===== config.mk =====
export PLATFORM = sky130hd
export DESIGN_NAME = mux_rr_sched
export DESIGN_NICKNAME = d
export VERILOG_FILES = /design/src/rtl/mux_rr_sched.sv
export SDC_FILE = /design/constraint.sdc
export NUM_CORES = 1
export LEC_CHECK = 0
export BUFFER_PORTS_ARGS = -buffer_cell sky130_fd_sc_hd__buf_2
export CAP_MARGIN = 20
export CORE_UTILIZATION = 55
export CTS_CLUSTER_SIZE = 40
export DETAILED_ROUTE_END_ITERATION = 10
export PLACE_DENSITY_LB_ADDON = 0.15
export SLEW_MARGIN = 20
export SYNTH_ARGS = -nofsm -noshare
export SYNTH_HDL_FRONTEND = slang
export SYNTH_SLANG_ARGS = --single-unit

===== constraint.sdc =====
create_clock -name clk -period 2.7 [get_ports clk]
set_input_delay 0.405 -clock clk [delete_from_list [all_inputs] [get_ports clk]]
set_output_delay 0.405 -clock clk [all_outputs]
set_load 0.01 [all_outputs]

===== src/rtl/mux_rr_sched.sv =====
// rtl/mux_rr_sched.sv - round-robin owner of the 4:1 mux select key with minimum dwell
//
// Purpose: arbitrates four level-sensitive requesters for the shared
// key-selected mux. The owner keeps the grant for at least dwell_cfg+1
// cycles when others are waiting, then rotation is forced. An owner that
// drops its request hands over in the same edge with no idle bubble.
//
// Ports:
//   clk        clock
//   rst        synchronous, active-high reset
//   req        per-channel request levels
//   dwell_cfg  cycles after grant before preemption is allowed (0 = immediate)
//   grant      one-hot current owner, zero when idle
//   sel        mux key, index of the owner; holds last owner while idle
//   busy       high while a grant is active
//   switch_p   one-cycle pulse when a new owner's grant first appears

module mux_rr_sched #(
    parameter int DWELL_W = 4
) (
    input  logic               clk,
    input  logic               rst,
    input  logic [3:0]         req,
    input  logic [DWELL_W-1:0] dwell_cfg,
    output logic [3:0]         grant,
    output logic [1:0]         sel,
    output logic               busy,
    output logic               switch_p
);

    typedef enum logic {
        S_IDLE,
        S_GRANT
    } state_t;

    state_t             state_q, state_d;
    logic [3:0]         grant_q, grant_d;
    logic [1:0]         sel_q, sel_d;
    logic               busy_q, busy_d;
    logic               switch_q, switch_d;
    logic [1:0]         ptr_q, ptr_d;
    logic [DWELL_W-1:0] cnt_q, cnt_d;

    // Returns {found, index} of the first set bit of r scanning upward
    // from start, wrapping mod 4.
    function automatic logic [2:0] pick(input logic [3:0] r, input logic [1:0] start);
        logic [7:0] dbl;
        logic [3:0] rot;
        logic       found;
        logic [1:0] idx;
        dbl   = {r, r};
        rot   = dbl[start +: 4];
        found = 1'b0;
        idx   = 2'd0;
        // Descending loop so the lowest rotated position wins.
        for (int k = 3; k >= 0; k--) begin
            if (rot[k]) begin
                found = 1'b1;
                idx   = start + 2'(k);
            end
        end
        return {found, idx};
    endfunction

    logic [3:0] others;
    logic       owner_req;
    logic       expired;
    logic [2:0] idle_pick;
    logic [2:0] hand_pick;

    always_comb begin
        state_d   = state_q;
        grant_d   = grant_q;
        sel_d     = sel_q;
        busy_d    = busy_q;
        switch_d  = 1'b0;
        ptr_d     = ptr_q;
        cnt_d     = cnt_q;
        others    = req & ~grant_q;
        owner_req = |(req & grant_q);
        // Live compare: a dwell_cfg change applies on the very next edge.
        expired   = (cnt_q >= dwell_cfg);
        idle_pick = pick(req, ptr_q);
        hand_pick = pick(others, sel_q + 2'd1);

        case (state_q)
            S_IDLE: begin
                if (idle_pick[2]) begin
                    state_d  = S_GRANT;
                    grant_d  = 4'b0001 << idle_pick[1:0];
                    sel_d    = idle_pick[1:0];
                    busy_d   = 1'b1;
                    switch_d = 1'b1;
                    cnt_d    = '0;
                    ptr_d    = idle_pick[1:0] + 2'd1;
                end
            end
            S_GRANT: begin
                // Release and preemption share the same handover path, so a
                // simultaneous drop-and-expire gives the same result.
                if (hand_pick[2] && (!owner_req || expired)) begin
                    grant_d  = 4'b0001 << hand_pick[1:0];
                    sel_d    = hand_pick[1:0];
                    switch_d = 1'b1;
                    cnt_d    = '0;
                    ptr_d    = hand_pick[1:0] + 2'd1;
                end else if (!owner_req) begin
                    state_d = S_IDLE;
                    grant_d = 4'b0000;
                    busy_d  = 1'b0;
                end else if (cnt_q != {DWELL_W{1'b1}}) begin
                    cnt_d = cnt_q + 1'b1;
                end
            end
            default: begin
                state_d = S_IDLE;
                grant_d = 4'b0000;
                busy_d  = 1'b0;
            end
        endcase
    end

    always_ff @(posedge clk) begin
        if (rst) begin
            state_q  <= S_IDLE;
            grant_q  <= 4'b0000;
            sel_q    <= 2'd0;
            busy_q   <= 1'b0;
            switch_q <= 1'b0;
            ptr_q    <= 2'd0;
            cnt_q    <= '0;
        end else begin
            state_q  <= state_d;
            grant_q  <= grant_d;
            sel_q    <= sel_d;
            busy_q   <= busy_d;
            switch_q <= switch_d;
            ptr_q    <= ptr_d;
            cnt_q    <= cnt_d;
        end
    end

    assign grant    = grant_q;
    assign sel      = sel_q;
    assign busy     = busy_q;
    assign switch_p = switch_q;

endmodule


==> reports/results.txt <==
Lkg Pwr - 0.000532 uW
Area of the mapped netlist - 1090 sq um
Routability cong. - 0.841
Flop-to-flop setup slack - 0.31 ns
Max VDD drop - 0.403 mV
Register area share after synthesis - 27.4%
Storage cell area - 300 sq um
Final Net Count - 170
Yosys top cell area share - 27.4%
Crit start category - flip-flop
Slew margin rel. - 58.2%
#FFs+latches synth - 15
Placed instance area - 1210 sq um
Data arrival time of the worst path - 2.57 ns
Number of diodes - 0
Hold Path Class - primary input to flip-flop
Setup TNS - 0 ns
Total GRT Usage - 25.8%
Max_cap viols - 0
Avg Cell Area, Syn - 8.17 sq um
DP Worst Slack - 0.295 ns
Dominant cells by area after synthesis - dfxtp_1 (27%), ha_1 (5.7%), a21oi_1 (5.5%)
Slew @ Worst Pin - 0.621 ns
RSZ-0062 raised after global routing - no
Drt pass-1 iters - 4
WL final - 2.50 mm
CTS tree - built
Share of cells above drive strength 1 - 23.4%
Detail Route Antenna Nets - 0
WL/cell - 14.0 microns
Initial antenna violation count - 0
Met3 Routed Length - 133 microns
Clk Latency, worst-skew pair - 0.30 ns
Minimum clock period - 2.39 ns
Syn. warnings - 0
Cell type with the largest total area after synthesis - dfxtp_1
Hold Buf Count CTS - 0
Core Area - 1800 sq um
Final worst slack - 0.312 ns
CP Class - flip-flop to flip-flop
Top metal layer carrying routed signals - met4
Area taken by multi-input logic gates - 757 sq um
# fillers - 154
Clock Sinks - 15
Inserted Clock Buffers - 3
Cell Pwr Density - 591 nW/um^2
# setup viols final - 0
I/O Pins - 18
Initial core utilization - 60.8%
Post-route clock period utilization - 88.5%
Die area - 2170 sq um
Area grow syn2layout - 13.1%
DR vias/cell - 5.95
CTS root buffer - clkbuf_4
Setup bufs post-CTS - 0
Residual DRC count - 0
Slew Limit Fails - 0
Largest net degree at the start of global routing - 14
Run status - finished, final reports clean
Die Wd - 46.6 microns
Post-synth top cells - dfxtp_1 (15), a21oi_1 (12), nor2_1 (12)
Clock transition at path regs - 0.10 ns
Synth cell types - 44
Worst path required time - 2.89 ns
Chip height - 46.6 microns
Max clock buf depth - 2
Syn Nets - 149
Final Instance Area - 1240 sq um
Post-synth EDFFs - 0
Metal2 WL - 1.13 mm
Final hold viol count - 0
Initial DRC Count - 58
Mapped Cells - 134
Top-count cell post-synth - dfxtp_1
H-tree Lvls - 1
Buffers on Ports - 17
Number of global-route vias before repair - 896
Global route overflow - 0
Ys flop type - dfxtp_1
CP max FO - 4
Hpwl dp - 1.98 mm
Num rows - 15
Fin Clk Skew - 0.00570 ns
Async SR Flop Fraction - 0%
Via count - 1065
Met1 wire length - 1.18 mm
Fmax - 419 MHz
First-pass GRT wire length - 3.93 mm
Crit end category - flip-flop
Cts repair resizes - 0
## path summary, 6_finish.rpt
check | to | depth (start not counted) | from
min | cnt_q[1]$_SDFFE_PP0P_ | 2 | rst
max reg2reg | grant[3]$_SDFFE_PP0P_ | 8 | cnt_q[0]$_SDFFE_PP0P_
min reg2reg | busy$_SDFFE_PP0P_ | 2 | busy$_SDFFE_PP0P_
max | grant[3]$_SDFFE_PP0P_ | 8 | cnt_q[0]$_SDFFE_PP0P_
## worst max-delay path, cell delays in order (launching register included)
cell and delay [ns]:
dfxtp_1 0.40, inv_1 0.07, ha_1 0.25, nand2b_1 0.15
a2111oi_2 0.48, o21ai_0 0.31, nand2_1 0.20, nor3b_1 0.08
a221o_1 0.33
## state kept, by name, summed over array words and instances (netlist names)
name / flops
sel: 2
ptr_q: 2
state_q: 1
cnt_q: 4
busy: 1
grant: 4
switch_p: 1
## cell families (layout without fill, tap and decap cells)
group	Yosys count	after routing	synth area share (%)
adder cells (fa/ha/maj)	5	5	5.71
flip-flops	15	15	27.4
multiplexers	1	1	0.914
AND/OR/NAND/NOR	55	55	29.8
buffers and inverters	10	30	3.43
AO/OA/AOI/OAI	46	46	31.1
XOR/XNOR	2	2	1.60
## cell usage in the layout, fill, tap and decap left out, types with 4 or more instances in the layout
master    synthesis  routed
dfxtp_1          15      15
nor2_1           12      12
a211oi_1          4       4
ha_1              5       5
nand2_1           6       6
nor3_1            7       7
inv_1             8       8
a21oi_1          12      12
buf_2             0      17
o21ai_0           8       8
## routing by layer
layer  GRT usage (%)  up-vias
li1                -      534
met1            36.2      481
met2            39.4       41
met3            3.53        9
met4            10.3        0
met5               0        -
## through the flow
step,hold slack [ns],total power (uW),util [%],std cells
after global routing,0.439,777,68.8,179
after floorplan,0.481,513,-,134
after global placement,0.470,588,67.2,175
after CTS,0.427,726,68.8,179
after detailed placement,0.482,596,67.2,175
final,0.427,732,68.8,179
## where the power goes
| part | internal, uW | total [uW] | switching, uW |
|---|---|---|---|
| registers | 252 | 294 | 42.0 |
| clock network | 55.3 | 136 | 80.7 |
| logic | 136 | 302 | 166 |
## final cells by class
type	instances	share of cell area, %
clock buffer	3	1.82
multi-input combinational	109	61.1
timing repair buffer	18	7.47
clock inverter	1	0.404
tap	25	2.53
sequential	15	24.2
inverter	8	2.42
Power figures use the tool's default switching activity.
